## src/rtl/chacha_state_feeder.sv

```systemverilog
// ChaCha input-state feeder: holds host-loaded key/counter/nonce and streams the
// 64-byte initial state (constants, key, counter, nonce) as handshaked byte writes.
module chacha_state_feeder #(
  parameter bit          AUTO_INC   = 1'b1,
  parameter int unsigned GAP_CYCLES = 0
) (
  input  logic       clk,
  input  logic       rst,
  input  logic       cfg_valid,
  input  logic [5:0] cfg_addr,
  input  logic [7:0] cfg_data,
  output logic       cfg_err,
  input  logic       start,
  output logic       busy,
  output logic       done,
  output logic       ctr_wrap,
  input  logic       blk_ready,
  output logic       out_write,
  output logic [7:0] out_data
);

  localparam logic [1:0] S_IDLE   = 2'd0;
  localparam logic [1:0] S_STREAM = 2'd1;
  localparam logic [1:0] S_GAP    = 2'd2;
  localparam logic [1:0] S_DONE   = 2'd3;

  localparam logic [127:0] SIGMA    = "expand 32-byte k";
  localparam logic [3:0]   GAP_LOAD = 4'(GAP_CYCLES - 1);

  logic [1:0]  state;
  logic [5:0]  idx;
  logic [3:0]  gap_cnt;
  logic [7:0]  key   [32];
  logic [7:0]  nonce [12];
  logic [31:0] ctr;
  logic [7:0]  cur_byte;
  logic [3:0]  sigma_sel;
  logic        cfg_wr;
  logic        transfer;

  assign cfg_wr    = cfg_valid && (state == S_IDLE);
  assign transfer  = (state == S_STREAM) && blk_ready;
  assign sigma_sel = 4'd15 - idx[3:0];

  // NOTE: every variable assigned in always_comb gets a default first, so no latch is inferred.
  always_comb begin
    cur_byte = 8'h00;
    if (idx < 6'd16)      cur_byte = SIGMA[{sigma_sel, 3'b000} +: 8];
    else if (idx < 6'd48) cur_byte = key[5'(idx - 6'd16)];
    else if (idx < 6'd52) cur_byte = ctr[{idx[1:0], 3'b000} +: 8];
    else                  cur_byte = nonce[4'(idx - 6'd52)];
  end

  assign busy      = (state != S_IDLE);
  assign done      = (state == S_DONE);
  assign out_write = transfer;
  assign out_data  = (state == S_STREAM) ? cur_byte : 8'h00;

  // NOTE: sequential state is assigned with non-blocking <= so all flops update together at the edge.
  always_ff @(posedge clk or posedge rst) begin
    if (rst) begin
      state   <= S_IDLE;
      idx     <= 6'd0;
      gap_cnt <= 4'd0;
      cfg_err <= 1'b0;
    end else begin
      cfg_err <= cfg_valid && (state != S_IDLE);
      case (state)
        S_IDLE: begin
          if (start) begin
            state <= S_STREAM;
            idx   <= 6'd0;
          end
        end
        S_STREAM: begin
          if (blk_ready) begin
            idx <= idx + 6'd1;
            if (idx == 6'd63) begin
              state <= S_DONE;
            end else if (GAP_CYCLES != 0) begin
              state   <= S_GAP;
              gap_cnt <= GAP_LOAD;
            end
          end
        end
        S_GAP: begin
          if (gap_cnt == 4'd0) state <= S_STREAM;
          else                 gap_cnt <= gap_cnt - 4'd1;
        end
        default: state <= S_IDLE;
      endcase
    end
  end

  // NOTE: key and nonce are small flop arrays, not RAM, so they take the async reset like any other state.
  always_ff @(posedge clk or posedge rst) begin
    if (rst) begin
      for (int i = 0; i < 32; i++) key[i] <= 8'h00;
      for (int i = 0; i < 12; i++) nonce[i] <= 8'h00;
      ctr      <= 32'h0;
      ctr_wrap <= 1'b0;
    end else if (cfg_wr) begin
      if (cfg_addr < 6'd32) begin
        key[cfg_addr[4:0]] <= cfg_data;
      end else if (cfg_addr < 6'd36) begin
        ctr[{cfg_addr[1:0], 3'b000} +: 8] <= cfg_data;
        ctr_wrap <= 1'b0;
      end else if (cfg_addr < 6'd48) begin
        nonce[4'(cfg_addr - 6'd36)] <= cfg_data;
      end
    end else if ((state == S_DONE) && AUTO_INC) begin
      // Streamed counter bytes were the pre-increment value; advance for the next block.
      ctr <= ctr + 32'd1;
      if (ctr == 32'hFFFF_FFFF) ctr_wrap <= 1'b1;
    end
  end

endmodule

```

## config.mk

```make
export PLATFORM = sky130hd
export DESIGN_NAME = chacha_state_feeder
export DESIGN_NICKNAME = d
export VERILOG_FILES = /design/src/rtl/chacha_state_feeder.sv
export SDC_FILE = /design/constraint.sdc
export NUM_CORES = 1
export LEC_CHECK = 0
export BUFFER_PORTS_ARGS = -buffer_cell sky130_fd_sc_hd__buf_2
export CAP_MARGIN = 10
export CORE_ASPECT_RATIO = 1.75
export CORE_MARGIN = 5
export CORE_UTILIZATION = 63
export DETAILED_ROUTE_END_ITERATION = 12
export PLACE_DENSITY = 0.86
export SETUP_SLACK_MARGIN = 0.05
export SYNTH_ARGS = -nofsm -noshare
export SYNTH_HDL_FRONTEND = slang
export SYNTH_SLANG_ARGS = --single-unit
```

## constraint.sdc

```tcl
create_clock -name clk -period 15.1 [get_ports clk]
set_clock_uncertainty 0.1 [all_clocks]
set_input_delay 0 -clock clk [delete_from_list [all_inputs] [get_ports clk]]
set_output_delay 0 -clock clk [all_outputs]
set_load 0.05 [all_outputs]
```

==> summary by stage, run 1 <==
STA
The final hold violation count is 0. The portion of the clock cycle consumed by the worst path in the final layout is 29.5%. In the final timing run, aggregate negative setup slack is 0 ps.

Setup repair after global routing left no endpoint under its margin. The normalized max-slew margin is 22.0%. The slew at the pin closest to its max-slew limit is 1170 ps.

On the final layout, the worst hold slack is 104 ps. The maximum operating frequency is 224 MHz. The count of final max-slew check failures came to 0.

The time the final worst path needs with I/O delays and setup is 4460 ps. Setup violations remaining at the end of the flow were counted as 0.

Logic synthesis
In the synthesized netlist the async set-or-reset flop fraction comes to 100%. The number of library cell types mapped by synthesis is 73. In this run the cell area of the synthesized design comes to 0.0197 sq mm.

The biggest area contributor in the post-synthesis netlist is dfrtp_1. Summing the sequential cell areas from Yosys gives 50.7% of the chip area. After synthesis, the largest area contributor takes up 50.7% of total cell area. The flip-flop cell with the highest count after synthesis is dfrtp_1. The mean instance size in the synthesized netlist is 13.4 sq um. The number of synthesized flops with an enable pin is 0.

The synthesized net count is 1505. The synthesized instance count is 1470. Sorting the synthesized cells by area gives the leading types as dfrtp_1, mux2_2, mux4_2, mux2i_1, nand2_1. Synthesis inferred 398 register bits. During synthesis, Yosys emitted a total of 0 warnings.

The most common cell in the netlist is dfrtp_1. The commonest cells after synthesis are dfrtp_1, mux2_2, mux4_2.

Die
The placeable core area is 0.0308 sq mm. In this run the core area contains 85 standard-cell rows. The effective utilization at floorplan is 63.8%. The floorplan step set the die height to 244 microns. Pin placement for this block handled 32 I/O pins. The die covers 0.0350 sq mm. The width of the chip is 144 microns.

Route
For this block, the initial DRC count from the detailed router was 1292. The via-per-instance ratio is 6.96. In this run the remaining antenna-violating nets after routing total 0.

The pre-antenna-repair detailed-routing pass consisted of 9 iterations. The final layout contains routed wiring with a total length of 50300 microns. The detailed router placed 13.0k vias in this run. After detailed routing, the number of remaining DRC violations is 0. Dividing the detail-routed wire length by the instance count gives 26.9 microns.

Min path
The min-delay analysis places its worst path in the category in -> async.

Clock tree
Post-CTS repair changed the size of 0 cells. The level count of the clock H-tree is 2. The cell chosen for the clock root is clkbuf_16. After clock tree synthesis, the clock-pin slew on the worst setup and hold paths is 70 ps. The number of buffers inserted to repair setup after CTS is 0. The CTS tree is yes. Clock tree synthesis found a total of 398 sinks. The clock passes through at most 3 buffers.

Clock tree synthesis inserted a total of 36 buffers. The clock latency of the later-clocked register in the worst-skew pair is 530 ps.

Layout
Across the whole layout, storage elements account for 0.00997 sq mm. The filler cells instantiated in the layout total 1995. The total area of multi-input combinational cells is 0.00914 sq mm. The number of diodes is 0.

In the final layout, the share of cells above drive strength 1 is 37.8%. The area added between synthesis and finish is 7.74%. The number of nets in the layout is 1486.

Power
The clock network is responsible for 34.9% of the overall power. The maximum vdd drop is 126 uV. Combinational logic is responsible for 21.9% of the overall power. The switching share of total power is 31.9%. Summed over all cells, the static leakage comes to 0.0101 uW. The cell internal power dissipation is 1780 uW.

Per report_power, the sequential group accounts for 43.2% of the total. The total power draw is 2610 uW. The cell area power density is 123 mW/mm^2. For this design the total switching power over the nets is 833 uW.

GRT
The global-route wire length before repair is 79700 microns. The overall track demand over capacity in global routing is 29.6%. The total overflow left after global routing is 0. The maximum number of pins on one net before global-route repair is 182. The number of antenna violations at the first check in global routing is 0.

The number of global-route vias before repair is 13.8k.

Job
The number of maximum-capacitance constraint violations is 0.

Worst setup path
At the worst endpoint, the arrival time is 4360 ps. STA classifies the critical path endpoint as an output port. The start-to-end type of the worst setup path is reg -> out. The worst setup path is launched from a register. Data on the critical path is required at its endpoint by 15000 ps.

The critical-path maximum fanout is 57.

Placement
Routability-driven placement finished with a final weighted congestion of 1.01. After legalization and detailed placement, the total HPWL measured 32700 microns. The port buffer count is 31.

Run status
The run finished with clean final reports.
[logic make-up (layout without fill, tap and decap cells)]
logic type               Yosys count  count (layout)  synth area share [%]
buffers and inverters            133             138                  2.91
adder cells (fa/ha/maj)           16              16                  1.02
multiplexers                     484             484                  32.5
AO/OA/AOI/OAI                    193             193                  6.47
AND/OR/NAND/NOR                  240             240                  6.17
XOR/XNOR                           6               6                 0.267
flip-flops                       398             398                  50.7
[cells in the final DEF, fill, tap and decap left out, drive strengths merged, types with 4 or more instances in the layout]
master,n
nor3,21
o2bb2ai,8
mux4,88
nand4,9
and4,8
nand3,16
a21oi,29
ha,16
nand2b,6
dfrtp,398
nand2,85
nor4,10
a211oi,5
a22oi,14
o21ai,54
nor3b,5
and2,4
a31oi,13
nor2,50
nor2b,6
dlygate4sd3,7
inv,28
o22ai,17
and3,8
xnor2,5
o221ai,10
buf,42
clkinv,5
a32oi,6
mux2i,40
clkbuf,51
o211ai,9
mux2,356
[worst max-delay path: stages, from the launching register on]
cell and delay (ps):
dfrtp_4 740, buf_4 850, mux4_2 600, mux2i_1 150, nor3_1 70, o311ai_0 820
nor2_1 230, buf_2 290
[cell type report]
cell class                      instances  share of cell area [%]
Clock buffer                           51                    4.90
Clock inverter                         11                   0.585
Inverter                               27                   0.514
Multi-Input combinational cell        939                    43.1
Sequential cell                       398                    47.0
Tap cell                              391                    2.31
Timing Repair Buffer                   49                    1.51
[repair_timing]
action,in CTS,in global routing
hold buffers,7,0
hold endpoints to repair,154,0
setup endpoints to repair,0,0
[power groups by stage]
stage | Combinational, uW | Clock, uW | Sequential, uW
2_1_floorplan | 441 | 0 | 1110
3_3_place_gp | 548 | 0 | 1150
3_5_place_dp | 555 | 0 | 1150
4_1_cts | 562 | 923 | 1130
5_1_grt | 602 | 967 | 1130
6_report | 572 | 912 | 1130
[flip-flops by register name (all words and copies together) (netlist names)]
signal / flops
key: 256
nonce: 96
ctr: 32
idx: 6
gap_cnt: 4
state: 2
cfg_err: 1
ctr_wrap: 1
[through the flow]
stage               cell area (sq um)  cells  setup slack [ps]  util [%]
floorplan                       19700   1470              3930         -
global placement                20000   1797             11520      64.7
detailed placement              20000   1797             11370      64.7
CTS                             21200   1866             10760      68.7
global route                    21200   1866             10510      68.7
finish                          21200   1866             10640      68.7
[worst paths after layout]
kind                       slack (ps)  cells after the start               endpoint            startpoint
max                             10640                      7            out_data[0]    idx[0]$_DFFE_PP0P_
min                               100                      3  nonce[58]$_DFFE_PP0P_                   rst
max reg2reg                     11640                      6    key[40]$_DFFE_PP0P_  state[0]$_DFFE_PP0P_
min reg2reg                       400                      1   key[138]$_DFFE_PP0P_  key[138]$_DFFE_PP0P_
max in group asynchronous       12480                      5   key[111]$_DFFE_PP0P_                   rst
min in group clk                  140                      3    ctr[15]$_DFFE_PP0P_           cfg_data[7]
[routing by layer]
metal  vias to the layer above  GRT usage [%]  wire length, microns
met5                         -              0                     0
met4                         0           18.3                  3930
li1                       5468              -                     -
met2                       662           50.1                 25800
met3                       233           4.28                  3210
met1                      6621           35.2                 17400
Power figures use the tool's default switching activity.
==> run 2, diff against run 1 <==
==> constraint.sdc (replaced) <==
create_clock -name clk -period 4.2 [get_ports clk]
set_clock_uncertainty 0.1 [all_clocks]
set_input_delay 0 -clock clk [delete_from_list [all_inputs] [get_ports clk]]
set_output_delay 0 -clock clk [all_outputs]
set_load 0.05 [all_outputs]
==> run 2 against run 1 <==
Against the previous run:
- non-clock buffer count rose by 20
- register-to-register slack got worse by 11000 ps
- setup slack got worse by 10000 ps
- first-iteration DRC count fell by 20%
- cell area rose by 1.2%
- critical endpoint unchanged
- clock power rose to 3.7 times the previous value
- critical path type unchanged
- largest cell class unchanged
- via count rose by 1.7%
- hold slack got worse by 44 ps
- sequential share of layout area fell by 0.54 points
- largest power group unchanged
==> summary by stage, run 2 (synthesis gave the netlist of run 1 again) <==
Run status
The run finished with clean final reports.

Clock tree
The number of clock sinks seen by CTS is 398 (unchanged). The clock-pin slew on the worst setup and hold paths was 70 ps (about the same). The number of buffers inserted to repair setup after CTS was 0 (unchanged).

The clock latency of the later-clocked register in the worst-skew pair was 540 ps (about the same). CTS placed an instance of clkbuf_16 at the clock tree root. The maximum buffer depth of the clock tree came to 3 (unchanged).

The level count of the clock H-tree is 2 (unchanged). The number of buffers added by the clock tree synthesis step is 37 (+2.8%). TritonCTS built the clock tree.

Power
The leakage power is 0.0102 uW (+1.4%). The clock network fraction of total power is 35.8% (+0.9 points). The switching share of total power was 31.6% (-0.22 points). The total power draw is 9560 uW (+270%). The power share of the combinational group is 21.4% (-0.5 points). The cell area power density came to 446 mW/mm^2 (+260%). The maximum vdd drop came to 439 uV (+250%).

The cell internal power dissipation is 6530 uW (+270%). The sequential fraction of design power is 42.8% (-0.4 points). The switching power was 3020 uW (+260%).

STA
Setup repair after global routing left no endpoint under its margin. The final hold violation count came to 0 (unchanged). The normalized max-slew margin is 24.2% (+2.2 points). The count of final max-slew check failures is 0 (unchanged). The final critical path takes up 88.5% of the cycle. The final sum of negative setup slack is 0 ps (unchanged).

The maximum operating frequency is 269 MHz. The slew at the pin closest to its max-slew limit is 1140 ps (-33.2 ps). The setup slack of the critical path after layout is 482 ps (-10160 ps). The clock period could shrink to 3720 ps. The final setup violation count is 0 (unchanged).

Die
The die outline area was 0.0350 sq mm (unchanged). The overall die height is 244 microns (unchanged). The effective utilization at floorplan is 63.8% (unchanged). The width of the chip is 144 microns (unchanged).

The top-level I/O count came to 32 (unchanged). The placeable core area came to 0.0308 sq mm (unchanged). The standard-cell row count is 85 (unchanged).

Layout
The utilization after layout was 69.5% (+0.80 points). In the layout the commonest cells are dfrtp_1, mux2_2, mux4_2, nand2_1, o21ai_0. The flip-flop count of the largest register after layout came to 256 (unchanged). Compared with the post-synthesis result, the final layout area differs by 9.00%. The number of nets in the layout is 1507 (+1.4%).

The fill cell total of the finished layout is 2041 (+2.3%). The library cell used most frequently in the layout, excluding fill and tap cells, is dfrtp_1. The largest registers in the layout are key x256, nonce x96, ctr x32. The register ranked first by flip-flop count is key. The number of diodes came to 0 (unchanged).

The share of final-layout standard cells stronger than drive strength 1 is 38.7% (+0.91 points).

Worst setup path
The slack of the worst reg-to-reg path is 1090 ps (-10550 ps). Among all stages on the critical path, the largest delay is contributed by dfrtp_4. In this run the critical register-to-register path is captured at ctr_wrap$_DFFE_PP0P_. The biggest cell delay along the critical path is 930 ps (+80 ps). The worst setup path is launched from a register.

The critical path capture point type is an output port. The signal on the critical path passes through buf_12, mux4_2, mux4_2, nor3_1, o32a_1, nor2_1, buf_2. The buffer and inverter count on the worst path is 2 (unchanged). The startpoint identified for the worst register-to-register timing path is ctr[0]$_DFFE_PP0P_. The data arrival time of the worst path is 3620 ps (-740 ps). The critical-path maximum fanout is 46 (-19%). The critical path's top delay family is flip-flops.

The most frequent cell on the critical path is mux4_2. The number of logic stages on the critical path including buffering came to 7 (unchanged). The termination of the worst setup path is out_data[0]. The critical path is of the reg -> out type. The startpoint of the worst setup timing path is idx[1]$_DFFE_PP0P_. The number of cells traversed by the worst register-to-register path was 7 (+1). The data required time of the critical path is 4100 ps (-10900 ps).

GRT
The overflow left after global routing was 0 (unchanged). The maximum number of pins on one net before global-route repair is 100 (-45%). The number of global-route vias before repair is 13.9k (+0.84%). The number of antenna violations at the first check in global routing was 0 (unchanged). The global-route wire length before repair is 82700 microns (+3.8%). The overall track demand over capacity in global routing came to 30.9% (+1.3 points).

Min path
The worst hold path belongs to the class in -> reg.

Route
The wire length per cell after detailed routing is 28.0 microns (+3.9%). The number of search-and-repair iterations in the first detailed-routing pass came to 5 (-4). The total routed wirelength is 52800 microns (+5.1%). The total via count after detailed routing is 13.2k (+1.7%). The residual DRC count is 0 (unchanged). The via-per-instance ratio is 6.99 (+0.52%). The number of design-rule violations left by the first detailed-router iteration came to 1040 (-20%).

The number of nets still failing antenna checks after routing was 0 (unchanged).

Placement
The pre-CTS setup slack came to 1110 ps (-10260 ps). The port buffer count came to 31 (unchanged). The sum of net half-perimeters after detailed placement is 34900 microns (+6.8%). The final RePlAce weighted congestion is 0.986 (-2.1%).

Job
The number of maximum-capacitance constraint violations is 0 (unchanged).
-- run 2: changes by cell type in the layout (fill, tap and decap cells not counted) --
| cell | before | now |
|---|---|---|
| clkbuf_16 | 37 | 38 |
| bufinv_16 | 2 | 3 |
| clkbuf_8 | 6 | 5 |
| clkinv_4 | 0 | 1 |
| inv_8 | 1 | 0 |
| clkinv_2 | 3 | 5 |
| buf_4 | 10 | 26 |
| buf_12 | 1 | 5 |
| inv_6 | 3 | 1 |
| clkinv_8 | 0 | 1 |
-- run 2: power by group through the flow --
stage / Sequential [uW] / Clock (uW) / Combinational, uW
final: 4090 / 3420 / 2050
after global routing: 4100 / 3600 / 2160
after CTS: 4090 / 3450 / 2020
after detailed placement: 4160 / 0 / 2010
after global placement: 4150 / 0 / 2000
after floorplan: 4000 / 0 / 1590
-- run 2: cell type report --
cell class	instances	area [sq um]	share of cell area (%)
repair buffers	69	520	2.43
well taps	391	489	2.28
multi-input cells	939	9140	42.6
clock buffers	51	1050	4.90
clock inverters	13	164	0.765
inverters	27	105	0.490
flip-flops and latches	398	9970	46.5
-- run 2: metal layers --
metal | global-route usage (%) | share of wire, %
met1 | 37.8 | 36
met2 | 53.3 | 53
met3 | 3.51 | 5.3
met4 | 16.7 | 6.3
met5 | 0 | 0
-- run 2: through the flow --
stage	area, sq um	instances	hold WS, ps
after floorplan	19700	1470	28.6
after global placement	20100	1817	165
after detailed placement	20100	1817	187
after CTS	21400	1888	34.2
after global routing	21400	1888	112
final	21400	1888	60.8
-- run 2: worst min-delay path by stage --
stage	startpoint	end	slack, ps	depth (start not counted)
after floorplan	cfg_valid	cfg_err$_DFF_PP0_	30	1
after global placement	cfg_valid	cfg_err$_DFF_PP0_	170	2
after global routing	cfg_addr[0]	ctr[6]$_DFFE_PP0P_	110	5
after detailed placement	cfg_valid	cfg_err$_DFF_PP0_	190	2
final	cfg_addr[0]	ctr[4]$_DFFE_PP0P_	60	5
after CTS	cfg_addr[0]	ctr[4]$_DFFE_PP0P_	30	5
-- run 2: worst register-to-register path: stages (launching register included) --
cell and delay [ps]:
dfrtp_1 470, ha_1 250, nand3_1 220, or2_2 430, nor4_1 690, a21oi_1 140
a31oi_1 180, dlygate4sd3_1 570
-- run 2: timing repair --
| item | in CTS | in global routing |
|---|---|---|
| endpoints found under the setup margin | 0 | 0 |
| hold buffers | 7 | 0 |
| endpoints found under the hold margin | 48 | 0 |
| resized for setup | 0 | 0 |
